### config.mk
export PLATFORM = sky130hd
export DESIGN_NAME = inert_spi_seq
export DESIGN_NICKNAME = d
export VERILOG_FILES = /design/src/rtl/inert_spi_seq.sv
export SDC_FILE = /design/constraint.sdc
export NUM_CORES = 1
export LEC_CHECK = 0
export BUFFER_PORTS_ARGS = -buffer_cell sky130_fd_sc_hd__buf_4
export CORE_MARGIN = 2
export CORE_UTILIZATION = 55
export CTS_CLUSTER_DIAMETER = 200
export DETAILED_ROUTE_END_ITERATION = 8
export PLACE_DENSITY = 0.78
export SYNTH_ARGS = -nofsm -noshare
export SYNTH_HDL_FRONTEND = slang
export SYNTH_SLANG_ARGS = --single-unit
### constraint.sdc
create_clock -name clk -period 3.1 [get_ports clk]
set_input_delay 0 -clock clk [delete_from_list [all_inputs] [get_ports clk]]
set_output_delay 0 -clock clk [all_outputs]
set_load 0.05 [all_outputs]
### src/rtl/inert_spi_seq.sv
// Command sequencer in front of SPI_Master: powers up and initialises the inertial
// sensor, then reads six rate bytes per data-ready interrupt and publishes them atomically.
module inert_spi_seq #(
  parameter int unsigned INIT_DLY = 65535
) (
  input  logic        clk,
  input  logic        rst_n,
  input  logic        INT,
  input  logic        done,
  input  logic [15:0] SPI_data_out,
  output logic        wrt,
  output logic [15:0] cmd,
  output logic [15:0] ptch,
  output logic [15:0] roll,
  output logic [15:0] yaw,
  output logic        vld,
  output logic        init_done
);

  localparam int unsigned CNT_W    = 16;
  localparam int unsigned IDX_W    = 3;
  localparam int unsigned SHADOW_W = 48;
  localparam logic [CNT_W-1:0] DLY_LAST  = CNT_W'(INIT_DLY - 1);
  localparam logic [IDX_W-1:0] INIT_LAST = IDX_W'(3);
  localparam logic [IDX_W-1:0] RD_LAST   = IDX_W'(5);

  typedef enum logic [2:0] {
    PWR_DLY   = 3'd0,
    INIT_WT   = 3'd1,
    INIT_SEND = 3'd2,
    IDLE      = 3'd3,
    RD_WT     = 3'd4,
    RD_SEND   = 3'd5,
    VALID     = 3'd6
  } state_e;

  state_e               state_q, state_d;
  logic [CNT_W-1:0]     dly_cnt_q, dly_cnt_d;
  logic [IDX_W-1:0]     idx_q, idx_d;
  logic                 pending_q, pending_d;
  logic [SHADOW_W-1:0]  shadow_q, shadow_d;
  logic                 init_done_q, init_done_d;
  logic                 int_ff1_q, int_ff2_q, int_ff3_q;
  logic                 int_rise;
  logic                 start_rd;
  logic                 wrt_q, wrt_d;
  logic [15:0]          cmd_q, cmd_d;
  logic                 vld_q, vld_d;
  logic [15:0]          ptch_q, ptch_d;
  logic [15:0]          roll_q, roll_d;
  logic [15:0]          yaw_q, yaw_d;
  logic                 unused_hi;

  // Only the low byte of a read response carries data.
  assign unused_hi = ^SPI_data_out[15:8];

  function automatic logic [15:0] init_cmd(input logic [IDX_W-1:0] i);
    case (i)
      3'd0:    return 16'h0D02;
      3'd1:    return 16'h1053;
      3'd2:    return 16'h1150;
      default: return 16'h1460;
    endcase
  endfunction

  function automatic logic [15:0] rd_cmd(input logic [IDX_W-1:0] i);
    case (i)
      3'd0:    return 16'hA200;
      3'd1:    return 16'hA300;
      3'd2:    return 16'hA400;
      3'd3:    return 16'hA500;
      3'd4:    return 16'hA600;
      default: return 16'hA700;
    endcase
  endfunction

  // INT is asynchronous: two flops to synchronise, a third to find the rising edge.
  always_ff @(posedge clk or negedge rst_n) begin
    if (!rst_n) begin
      int_ff1_q <= 1'b0;
      int_ff2_q <= 1'b0;
      int_ff3_q <= 1'b0;
    end else begin
      int_ff1_q <= INT;
      int_ff2_q <= int_ff1_q;
      int_ff3_q <= int_ff2_q;
    end
  end

  assign int_rise = int_ff2_q & ~int_ff3_q;
  assign start_rd = int_rise | pending_q;

  always_ff @(posedge clk or negedge rst_n) begin
    if (!rst_n) state_q <= PWR_DLY;
    else        state_q <= state_d;
  end

  // Next-state and sequencing bookkeeping.
  always_comb begin
    state_d     = state_q;
    dly_cnt_d   = dly_cnt_q;
    idx_d       = idx_q;
    pending_d   = pending_q;
    shadow_d    = shadow_q;
    init_done_d = init_done_q;
    case (state_q)
      PWR_DLY: begin
        dly_cnt_d = dly_cnt_q + CNT_W'(1);
        if (dly_cnt_q == DLY_LAST) state_d = INIT_WT;
      end
      INIT_WT: begin
        if (done) begin
          if (idx_q < INIT_LAST) begin
            idx_d   = idx_q + IDX_W'(1);
            state_d = INIT_SEND;
          end else begin
            idx_d       = '0;
            init_done_d = 1'b1;
            state_d     = IDLE;
          end
        end
      end
      INIT_SEND: state_d = INIT_WT;
      IDLE: begin
        if (start_rd) begin
          pending_d = 1'b0;
          state_d   = RD_WT;
        end
      end
      RD_WT: begin
        if (int_rise) pending_d = 1'b1;
        if (done) begin
          shadow_d[{idx_q, 3'b000} +: 8] = SPI_data_out[7:0];
          if (idx_q < RD_LAST) begin
            idx_d   = idx_q + IDX_W'(1);
            state_d = RD_SEND;
          end else begin
            idx_d   = '0;
            state_d = VALID;
          end
        end
      end
      RD_SEND: begin
        if (int_rise) pending_d = 1'b1;
        state_d = RD_WT;
      end
      VALID: begin
        if (int_rise) pending_d = 1'b1;
        state_d = IDLE;
      end
      default: state_d = PWR_DLY;
    endcase
  end

  // Output decode: wrt/cmd are launched on the transition into each *_WT/*_SEND state.
  always_comb begin
    wrt_d  = 1'b0;
    cmd_d  = cmd_q;
    vld_d  = 1'b0;
    ptch_d = ptch_q;
    roll_d = roll_q;
    yaw_d  = yaw_q;
    case (state_q)
      PWR_DLY: begin
        if (dly_cnt_q == DLY_LAST) begin
          wrt_d = 1'b1;
          cmd_d = init_cmd(IDX_W'(0));
        end
      end
      INIT_WT: begin
        if (done && (idx_q < INIT_LAST)) begin
          wrt_d = 1'b1;
          cmd_d = init_cmd(idx_q + IDX_W'(1));
        end
      end
      IDLE: begin
        if (start_rd) begin
          wrt_d = 1'b1;
          cmd_d = rd_cmd(IDX_W'(0));
        end
      end
      RD_WT: begin
        if (done && (idx_q < RD_LAST)) begin
          wrt_d = 1'b1;
          cmd_d = rd_cmd(idx_q + IDX_W'(1));
        end
      end
      VALID: begin
        vld_d  = 1'b1;
        ptch_d = shadow_q[15:0];
        roll_d = shadow_q[31:16];
        yaw_d  = shadow_q[47:32];
      end
      default: ;
    endcase
  end

  always_ff @(posedge clk or negedge rst_n) begin
    if (!rst_n) begin
      dly_cnt_q   <= '0;
      idx_q       <= '0;
      pending_q   <= 1'b0;
      shadow_q    <= '0;
      init_done_q <= 1'b0;
      wrt_q       <= 1'b0;
      cmd_q       <= '0;
      vld_q       <= 1'b0;
      ptch_q      <= '0;
      roll_q      <= '0;
      yaw_q       <= '0;
    end else begin
      dly_cnt_q   <= dly_cnt_d;
      idx_q       <= idx_d;
      pending_q   <= pending_d;
      shadow_q    <= shadow_d;
      init_done_q <= init_done_d;
      wrt_q       <= wrt_d;
      cmd_q       <= cmd_d;
      vld_q       <= vld_d;
      ptch_q      <= ptch_d;
      roll_q      <= roll_d;
      yaw_q       <= yaw_d;
    end
  end

  assign wrt       = wrt_q;
  assign cmd       = cmd_q;
  assign vld       = vld_q;
  assign ptch      = ptch_q;
  assign roll      = roll_q;
  assign yaw       = yaw_q;
  assign init_done = init_done_q;

endmodule

==> run_results.csv <==
group,metric,value,unit
cts,post_cts_buffers,0,
global_route,grt_pass1_wl,20.30,mm
yosys,ys.warnings.count,0,
sta,setup_violations,0,
setup_path,crit_arrival,3.00,ns
die,core,10180,sq um
global_route,grt.total_usage,0.2331,
yosys,synthMuxAreaShare,0.1106,
yosys,synth_commonest_cells,"nand2_1 (164), dfrtp_1 (135), mux2_2 (45), nand3_1 (18), nor2_1 (16)",
cells_and_area,layout.cells.non_filler,756,
yosys,synth.area.top_cells,"dfrtp_1 (59%), nand2_1 (11%), mux2_2 (8.9%), mux2_4 (1.8%), ha_1 (1.8%)",
global_route,grt_pass1_vias,4163,
cts,clockBufferDepth,2,
setup_path,start_kind,"flop",
setup_path,cp_max_fo,10,
drt,first_pass_iters,5,
status,outcome,"finished, final reports clean",
cts,htree_levels,4,
sta,tightest_slew,0.8488,ns
cts,cts_made_buffers,17,
cells_and_area,multi_input_area,2171,sq um
global_route,overflow,0,
yosys,synth_most_common_cell,"nand2_1",
yosys,ys_ff_latch,135,
place,place.detailed.hpwl,7.575,mm
yosys,yosys.area.top_type_share,0.5911,
cells_and_area,syn2layout_area_growth,24.72,%
yosys,synth_ff_type,"dfrtp_1",
cts,clk-insertion-delay-late,0.53,ns
power_and_ir_drop,power_density,568.4,nW/um^2
flow_run,drv_cap,0,
sta,fmax,0.3861,GHz
power_and_ir_drop,leakage,3.783,nW
cts,hold_buffers,11,
drt,drc,0,
cells_and_area,regArea,3378,sq um
die,initial_utilization,0.5612,
drt,routed_wl,12.08,mm
setup_path,cp-end-kind,"flop",
cells_and_area,diodes,0,
yosys,syn_area_per_cell,10.99,sq um
setup_path,crit_required,3.51,ns
die,pin_count,87,
global_route,grt_antenna_before_repair,0,
cts,cts_tree,"done",
die,die_h,105.9,microns
yosys,syn_inst,520,
yosys,yosys.area_share.simple,0.1773,
sta,fin_tns_setup,0,ns
drt,drtIter0Drc,250,
place,gp_congestion,0.8846,
hold_path,hp-class,"input pin to flop",
die,fp.dieW,105.9,microns
cts,root_buffer,"clkbuf_8",
cells_and_area,drive_above_1_share,0.2855,
sta,skew,0.01057,ns
yosys,async_flop_share,1.000,
cells_and_area,fillers,728,
sta,fin_crit,2.590,ns
yosys,synth_top_family_by_area,"simple AND/OR/NAND/NOR gates",
die,fp.dieArea,11220,sq um
sta,rsz0062_at_grt,"no",
sta,slew_headroom,0.4342,
hold_path,whs_path_depth,2,
yosys,synthXorXnorAreaFrac,0.02452,
setup_path,worst-setup-path-type,"flop to flop",
drt,antenna_left,0,
yosys,synth_top_cell_by_area,"dfrtp_1",
cts,clock_sinks,135,
drt,via_per_inst,5.345,
die,num_rows,37,
drt,vias,4041,
cts,ctsResizeCount,0,
place,post-place-cells,713,
setup_path,r2r_cells,6,
yosys,synth_compound_area_frac,0.04641,
power_and_ir_drop,irDropWorstVdd,384.5,uV
drt,wl_per_cell,15.98,microns
place,port_buffers,74,
yosys,ys_seq_area_frac,0.5911,
sta,hold_viol_final,0,
sta,slew_violations,0,
yosys,synth_edf_count,0,
sta,min_period_over_period,0.8355,
cts,clk_pin_slew,0.06,ns
cells_and_area,final_nets,635,
yosys,synth.cell_area,5715,sq um
yosys,yosysUniqueCellTypes,49,
yosys,synth_fa_ha_area_frac,0.01751,
global_route,grt_max_degree,98,
## where the power goes
part	switching (W)	internal (W)
clock	0.000797	0.00141
combinational	0.0000611	0.0000213
sequential	0.000000564	0.00176
## final timing paths
check / slack (ns) / start / to
setup / recovery: 0.51 / idx_q[0] / shadow_q[11]
hold / removal: 0.13 / INT / int_ff1_q
setup reg to reg: 0.51 / idx_q[0] / shadow_q[11]
hold reg to reg: 0.35 / int_ff1_q / int_ff2_q
max in group asynchronous: 2.18 / rst_n / shadow_q[0]
min in group asynchronous: 0.14 / rst_n / dly_cnt_q[4]
## critical path, stage by stage (launching register included)
cell and delay (ns):
dfrtp_1 0.52, inv_1 0.21, ha_1 0.32, ha_1 0.38, nand3b_1 0.17, or3_1 0.53, mux2_2 0.34
## cells by family (layout without fill, tap and decap cells)
family | after synthesis | count (layout)
and+or+nand+nor | 226 | 226
DFF | 135 | 135
muxes | 54 | 54
AOI/OAI and AO/OA | 41 | 41
buffers and inverters | 39 | 136
xor gates and xnor gates | 16 | 16
adders and majority gates | 8 | 8
other | 1 | 4
## layer usage
| metal | routed length, microns | global-route usage | up-vias | share of wire |
|---|---|---|---|---|
| li1 | - | - | 1893 | - |
| met1 | 5048 | 0.3065 | 2031 | 0.42 |
| met2 | 6256 | 0.3797 | 99 | 0.52 |
| met3 | 608 | 0.05089 | 18 | 0.050 |
| met4 | 168 | 0.09492 | 0 | 0.014 |
| met5 | 0 | 0 | - | 0 |
## cell usage in the layout (no fill, tap or decap), types with 2 or more instances in the layout
cell type and count:
o41ai_1 2, buf_4 78, a2bb2oi_1 2, inv_1 13, dlygate4sd3_1 11, nor3_4 2, nor4_1 2, conb_1 4
a31oi_1 3, mux2_2 45, o21bai_1 2, nand3_4 2, nand4_1 3, mux2_4 7, nor3_1 6, clkbuf_16 16
nand3b_1 2, xor2_1 6, a21oi_1 9, o21ai_0 10, dfrtp_1 135, inv_6 6, xnor2_1 10, nor2_1 16
ha_1 8, nand2_1 164, o22ai_1 2, or3_1 2, mux2i_1 2, nand3_1 17, bufinv_16 5, a21o_1 3
## state kept, by name, summed over array words and instances, names as in the netlist
name,flops
cmd,10
dly_cnt_q,16
idx_q,3
init_done,1
int_ff1_q,1
int_ff2_q,1
int_ff3_q,1
pending_q,1
ptch,16
roll,16
shadow_q,48
state_q,3
vld,1
wrt,1
yaw,16
## final cells by class
| class | count | area share |
|---|---|---|
| Sequential cell | 135 | 0.4739 |
| Multi-Input combinational cell | 349 | 0.3045 |
| Timing Repair Buffer | 90 | 0.09917 |
| Clock buffer | 17 | 0.05810 |
| Clock inverter | 15 | 0.03300 |
| Tap cell | 136 | 0.02387 |
| Inverter | 14 | 0.007372 |
## stage by stage
| stage | worst slack [ns] | utilization | hold WS, ns | cell area, sq um | total power, W |
|---|---|---|---|---|---|
| 5_1_grt | 0.3556 | 0.6999 | 0.1205 | 7128 | 0.004166 |
| 3_5_place_dp | 0.5619 | 0.6253 | 0.1126 | 6369 | 0.001870 |
| 3_3_place_gp | 0.6215 | 0.6253 | 0.1105 | 6369 | 0.001869 |
| 6_report | 0.5098 | 0.6999 | 0.1269 | 7128 | 0.004052 |
| 4_1_cts | 0.5374 | 0.6999 | 0.1121 | 7128 | 0.004070 |
| 2_1_floorplan | 0.7526 | - | -0.2956 | 5727 | 0.001813 |
(Power assumes the default switching activity.)
